## config.mk

```make
export PLATFORM = sky130hd
export DESIGN_NAME = max_unpool_streamer
export DESIGN_NICKNAME = d
export VERILOG_FILES = /design/src/rtl/bnn_pkg.sv /design/src/rtl/max_unpool_streamer_row_expand.sv /design/src/rtl/max_unpool_streamer.sv
export SDC_FILE = /design/constraint.sdc
export NUM_CORES = 1
export LEC_CHECK = 0
export CAP_MARGIN = 40
export CORE_MARGIN = 2
export CORE_UTILIZATION = 49
export DETAILED_ROUTE_END_ITERATION = 8
export GPL_TIMING_DRIVEN = 0
export HOLD_SLACK_MARGIN = 0.1
export PLACE_DENSITY = 0.86
export SYNTH_ARGS = -nofsm -noshare
export SYNTH_HDL_FRONTEND = slang
export SYNTH_SLANG_ARGS = --single-unit
```

## constraint.sdc

```tcl
create_clock -name clk -period 2.85 [get_ports clk]
set_input_delay 0.4275 -clock clk [delete_from_list [all_inputs] [get_ports clk]]
set_output_delay 0.4275 -clock clk [all_outputs]
set_load 0.01 [all_outputs]
```

## src/rtl/bnn_pkg.sv

```systemverilog
// bnn_pkg: shared sizes and state encoding for the binary feature-map pipeline
package bnn_pkg;
  localparam int IMG_SIZE = 28;
  localparam int POOL_SIZE = 14;
  typedef enum logic {IDLE, SEND} unpool_state_t;
endpackage

```

## src/rtl/max_unpool_streamer_row_expand.sv

```systemverilog
// unpool_row_expand: duplicates every bit of a pooled row into two adjacent output columns
module unpool_row_expand
  import bnn_pkg::*;
#(
  parameter int N = POOL_SIZE
) (
  input  logic [N-1:0]   pooled,
  output logic [2*N-1:0] row
);
  for (genvar c = 0; c < 2 * N; c++) begin : g_col
    assign row[c] = pooled[c/2];
  end
endmodule

```

## src/rtl/max_unpool_streamer.sv

```systemverilog
// max_unpool_streamer: captures a pooled binary image and streams its 2x nearest-neighbour upsampling row by row
module max_unpool_streamer
  import bnn_pkg::*;
#(
  parameter int IMG_IN_SIZE  = POOL_SIZE,
  parameter int IMG_OUT_SIZE = 2 * IMG_IN_SIZE,
  parameter int ROW_IDX_W    = $clog2(IMG_OUT_SIZE)
) (
  input  logic                               clk,
  input  logic                               rst_n,
  input  logic [IMG_IN_SIZE*IMG_IN_SIZE-1:0] img_in,
  input  logic                               in_valid,
  output logic                               in_ready,
  output logic [IMG_OUT_SIZE-1:0]            out_row,
  output logic [ROW_IDX_W-1:0]               out_row_idx,
  output logic                               out_valid,
  output logic                               out_last,
  input  logic                               out_ready,
  output logic                               done
);
  localparam logic [ROW_IDX_W-1:0] LAST = ROW_IDX_W'(IMG_OUT_SIZE - 1);
  unpool_state_t state, state_n;
  logic [IMG_IN_SIZE*IMG_IN_SIZE-1:0] img, img_n;
  logic [ROW_IDX_W-1:0] row, row_n;
  logic done_n;
  logic [IMG_IN_SIZE-1:0] pooled_rows [IMG_IN_SIZE];
  logic [IMG_IN_SIZE-1:0] pooled;
  logic [IMG_OUT_SIZE-1:0] expanded;
  for (genvar r = 0; r < IMG_IN_SIZE; r++) begin : g_prow
    assign pooled_rows[r] = img[r*IMG_IN_SIZE +: IMG_IN_SIZE];
  end
  // output row r comes from pooled row r/2
  assign pooled = pooled_rows[row[ROW_IDX_W-1:1]];
  unpool_row_expand #(.N(IMG_IN_SIZE)) u_expand (
    .pooled (pooled),
    .row    (expanded)
  );
  assign in_ready    = state == IDLE;
  assign out_valid   = state == SEND;
  assign out_row     = out_valid ? expanded : '0;
  assign out_row_idx = row;
  assign out_last    = out_valid && row == LAST;
  // next-state: capture in IDLE, advance the row counter on each output handshake
  always_comb begin
    state_n = state;
    img_n   = img;
    row_n   = row;
    done_n  = 1'b0;
    if (state == IDLE && in_valid) begin
      state_n = SEND;
      img_n   = img_in;
      row_n   = '0;
    end else if (state == SEND && out_ready) begin
      state_n = out_last ? IDLE : SEND;
      row_n   = out_last ? '0 : row + 1'b1;
      done_n  = out_last;
    end
  end
  // state, image, counter and done pulse registers
  always_ff @(posedge clk) begin
    if (!rst_n) begin
      state <= IDLE;
      img   <= '0;
      row   <= '0;
      done  <= 1'b0;
    end else begin
      state <= state_n;
      img   <= img_n;
      row   <= row_n;
      done  <= done_n;
    end
  end
endmodule

```

==> results.md <==
- The count of non-filler cells in the finished layout is 1568.
- In this run, the number of DRC markers left after iteration 0 of detailed routing was 883.
- After synthesis, the largest family of logic cells by area is compound AO/OA/AOI/OAI gates.
- After clock tree synthesis, the clock-pin slew on the worst setup and hold paths is 0.06 ns.
- The clock insertion delay at the later pin of the skew report is 0.51 ns.
- During I/O placement, the number of pins put on the boundary was 237.
- The via count of the first global-routing pass came to 8886.
- The count of nets after finishing is 1520.
- The commonest non-fill, non-tap cell in the layout is sky130_fd_sc_hd__nand2_1.
- The worst path uses 105% of the clock period.
- The arrival time reported for the critical path endpoint is 2.57 ns.
- The placeable core region is 18600 µm².
- Synthesis inferred 203 register bits.
- For this design, the slowest cell found on the critical path is sky130_fd_sc_hd__mux2i_1.
- The number of pins exceeding their max-slew limit in the final report is 0.
- Setup repair after global routing could not meet its margin everywhere.
- Dividing the detail-routed wire length by the instance count gives 20.3 µm.
- The clock net in this run drives a total of 203 sinks.
- STA classifies the critical path startpoint as a flip-flop.
- The first global-routing pass estimated 48.6 mm of wire.
- The setup TNS after final layout is -1.65 ns.
- Detailed placement ended at an HPWL of 22.6 mm.
- The critical path goes through buf_12 > buf_16 > buf_2 > mux2i_1 > o22ai_2 > o221a_4 > buf_6 > buf_6.
- The maximum clock insertion buffer count is 3.
- The clock period minus worst slack is 3.00 ns.
- The number of I/O port buffers is 235.
- The clock root buffer is sky130_fd_sc_hd__clkbuf_16.
- The total of max-cap violations is 0.
- The synthesized netlist devotes 19.7% of its cell area to compound gates.
- The kind of path behind the tightest hold check is reg2reg.
- The final count of hold timing violations is 0.
- In the post-synthesis netlist, the biggest area contributors are sky130_fd_sc_hd__dfxtp_1, sky130_fd_sc_hd__nand2_1, sky130_fd_sc_hd__a21boi_0.
- The effective utilization at floorplan is 49.7%.
- After detailed routing, the total wire length is 31.8 mm.
- The simple-gate portion of the synthesized area is 17.2%.
- The share of cells above drive strength 1 is 13.0%.
- The final setup skew is 0.00618 ns.
- The power density of the placed cells is 528 nW/µm².
- The number of antenna cells inserted is 0.
- The largest total area in the synthesized netlist belongs to sky130_fd_sc_hd__dfxtp_1.
- The critical path required time is 2.42 ns.
- The die area is 20000 µm².
- The initialized floorplan defines 50 standard-cell rows.
- Along the worst path, the maximum fanout reaches 10.
- The number of instances in the synthesized netlist is 1055.
- After clock tree synthesis, the flow added hold-fix buffers numbering 0.
- In the global route stage, overall resource usage came out at 31.4%.
- The number of antenna violations at the first check in global routing is 0.
- The largest single stage delay on the critical path is 0.40 ns.
- The number of iterations in the first detailed-routing pass is 6.
- After synthesis, flip-flops and latches occupy 43.8% of the total area.
- The number of endpoints failing setup at the final stage is 22.
- In this run the number of H-tree levels came out at 1.
- Of the post-synthesis cell area, the dominant cell type holds 43.8%.
- The count of unresolved DRC violations after routing is 0.
- The mapped netlist covers 9270 µm².
- The detail route stage leaves a number of antenna-violating nets equal to 0.
- The number of placed instances, taps included, is 1524.
- The height of the die is 142 µm.
- The distinct cell type count after synthesis is 31.
- The number of buffers created by CTS is 22.
- TritonCTS built the clock tree.
- In this run the horizontal extent of the chip is 142 µm.
- The worst-margin pin slew is 0.713 ns.
- The run finished, with violations left.
- In this run the static leakage power is 4.72 nW.
- The fmax is 333 MHz.
- VDD sags by at most 389 µV.
- Summed over all layers, the global routing overflow is 0.
- The share of the synthesized netlist area taken by xor and xnor gates is 0.0945%.
- The capturing element type of the critical path is a primary output.
- At the placement stage, the worst setup path has a slack of -0.382 ns.
- The net count after synthesis is 1256.
- Using the TritonRoute via totals, the vias-per-cell ratio works out to 5.71.
- In the post-route analysis, the smallest setup slack over all paths is -0.152 ns.
- The maximum number of pins on one net before global-route repair is 14.
- The layout overhead on the synthesized area is 40.8%.
- The average instance area after synthesis is 8.79 µm².
- The portion of synthesized area spent on multiplexers is 13.6%.
- The number of inserted filler cells in the final layout is 1378.
- The last weighted congestion value of the routability-driven placer is 0.909.
- The worst slew slack as a fraction of its limit is 52.5%.
- In the layout the commonest cells are sky130_fd_sc_hd__nand2_1, sky130_fd_sc_hd__clkdlybuf4s50_1, sky130_fd_sc_hd__dfxtp_1, sky130_fd_sc_hd__a21boi_0, sky130_fd_sc_hd__clkbuf_1.
- For this run, the number of Yosys warnings is 0.
- The final reports fail on setup timing.
- The most prevalent standard cell on the critical path is sky130_fd_sc_hd__buf_6.
- Across all layers, the routed design uses 8958 vias.
- The kind of critical path is reg2out.
- Summing the areas of all fa, ha and maj instances in the mapped netlist gives 0.135% of the synthesized area.
==> report_power, final <==
| part | total [mW] | leakage, nW | switching (mW) | internal [mW] |
|---|---|---|---|---|
| registers | 3.09 | 1.67 | 0.0921 | 3.00 |
| logic | 0.930 | 2.69 | 0.443 | 0.487 |
| clock network | 2.87 | 0.367 | 1.18 | 1.70 |
| total | 6.89 | 4.72 | 1.71 | 5.18 |
==> worst max-delay path: cells and delay by family, from the launching register on <==
kind	cells	cell delay (ns)
buf+inv	5	0.84
compound gates	2	0.46
flops	1	0.37
mux	1	0.40
==> synth_stat cells <==
library cell and n:
sky130_fd_sc_hd__nand2_1 398, sky130_fd_sc_hd__dfxtp_1 203, sky130_fd_sc_hd__a21boi_0 196, sky130_fd_sc_hd__clkbuf_1 62
sky130_fd_sc_hd__mux2i_1 42, sky130_fd_sc_hd__buf_2 18, sky130_fd_sc_hd__o21ai_0 17, sky130_fd_sc_hd__buf_4 15
sky130_fd_sc_hd__mux4_2 15, sky130_fd_sc_hd__mux2_2 14, sky130_fd_sc_hd__o221a_1 14, sky130_fd_sc_hd__o22ai_1 14
sky130_fd_sc_hd__mux4_1 13, sky130_fd_sc_hd__buf_1 5, sky130_fd_sc_hd__a21oi_1 4, sky130_fd_sc_hd__nor2_1 4
sky130_fd_sc_hd__buf_6 3, sky130_fd_sc_hd__nand2b_1 3, sky130_fd_sc_hd__nand3_1 2, sky130_fd_sc_hd__or3_1 2
sky130_fd_sc_hd__and2_1 1, sky130_fd_sc_hd__buf_8 1, sky130_fd_sc_hd__ha_1 1, sky130_fd_sc_hd__inv_1 1
sky130_fd_sc_hd__nand4_1 1, sky130_fd_sc_hd__nand4b_1 1, sky130_fd_sc_hd__nor2b_1 1, sky130_fd_sc_hd__o211ai_1 1
sky130_fd_sc_hd__or2_2 1, sky130_fd_sc_hd__or3b_2 1, sky130_fd_sc_hd__xor2_1 1
==> sequential cells by signal, summed over array words and instances, names as in the netlist <==
name         cells
img            196
done             1
out_valid        1
out_row_idx      5
==> worst paths after layout <==
kind,startpoint,endpoint,slack [ns],cells after the start
setup / recovery,out_row_idx[2],out_row[11],-0.15,8
hold / removal,img[60],img[60],0.46,2
hold reg to reg,img[60],img[60],0.46,2
setup reg to reg,out_valid,img[54],0.50,6
==> cells by family (layout without fill, tap and decap cells) <==
| kind of cell | Yosys count | count (layout) |
|---|---|---|
| xor+xnor | 1 | 1 |
| mux | 84 | 84 |
| buf+inv | 105 | 384 |
| flops | 203 | 203 |
| compound gates | 246 | 246 |
| simple gates | 415 | 415 |
| fa+ha+maj | 1 | 1 |
==> routing by layer <==
metal  global-route usage, %  share of wire [%]  vias to the layer above
li1                        -                  -                     4065
met1                    38.8                 37                     4196
met2                    52.2                 47                      573
met3                    6.88                 10                      124
met4                    14.9                5.4                        0
met5                       0                  0                        -
==> area by class of cell <==
type	instances	area, µm²	area share [%]
multi-input cells	747	4870	37.3
flip-flops and latches	203	4070	31.2
repair buffers	241	2480	19.0
clock buffers	31	656	5.02
plain buffers	103	614	4.71
well taps	234	293	2.24
clock inverters	8	71.3	0.547
inverters	1	3.75	0.0288
==> stage by stage <==
step	total power [mW]	hold slack (ns)	utilization [%]	cell area [µm²]
final	6.89	0.461	70.0	13100
after global routing	7.09	0.478	70.0	13100
after detailed placement	4.01	0.456	63.9	11900
after global placement	3.99	0.445	63.9	11900
after floorplan	3.51	0.439	-	9270
after CTS	6.85	0.464	69.8	13000
==> what timing repair did <==
action                     4_1_cts  5_1_grt
setup buffers                    4        0
resized for setup              211       15
setup endpoints to repair       29       28
pin swaps                        1        0
gates cloned                     3        0
No activity file was read; power rests on OpenSTA's default activity.
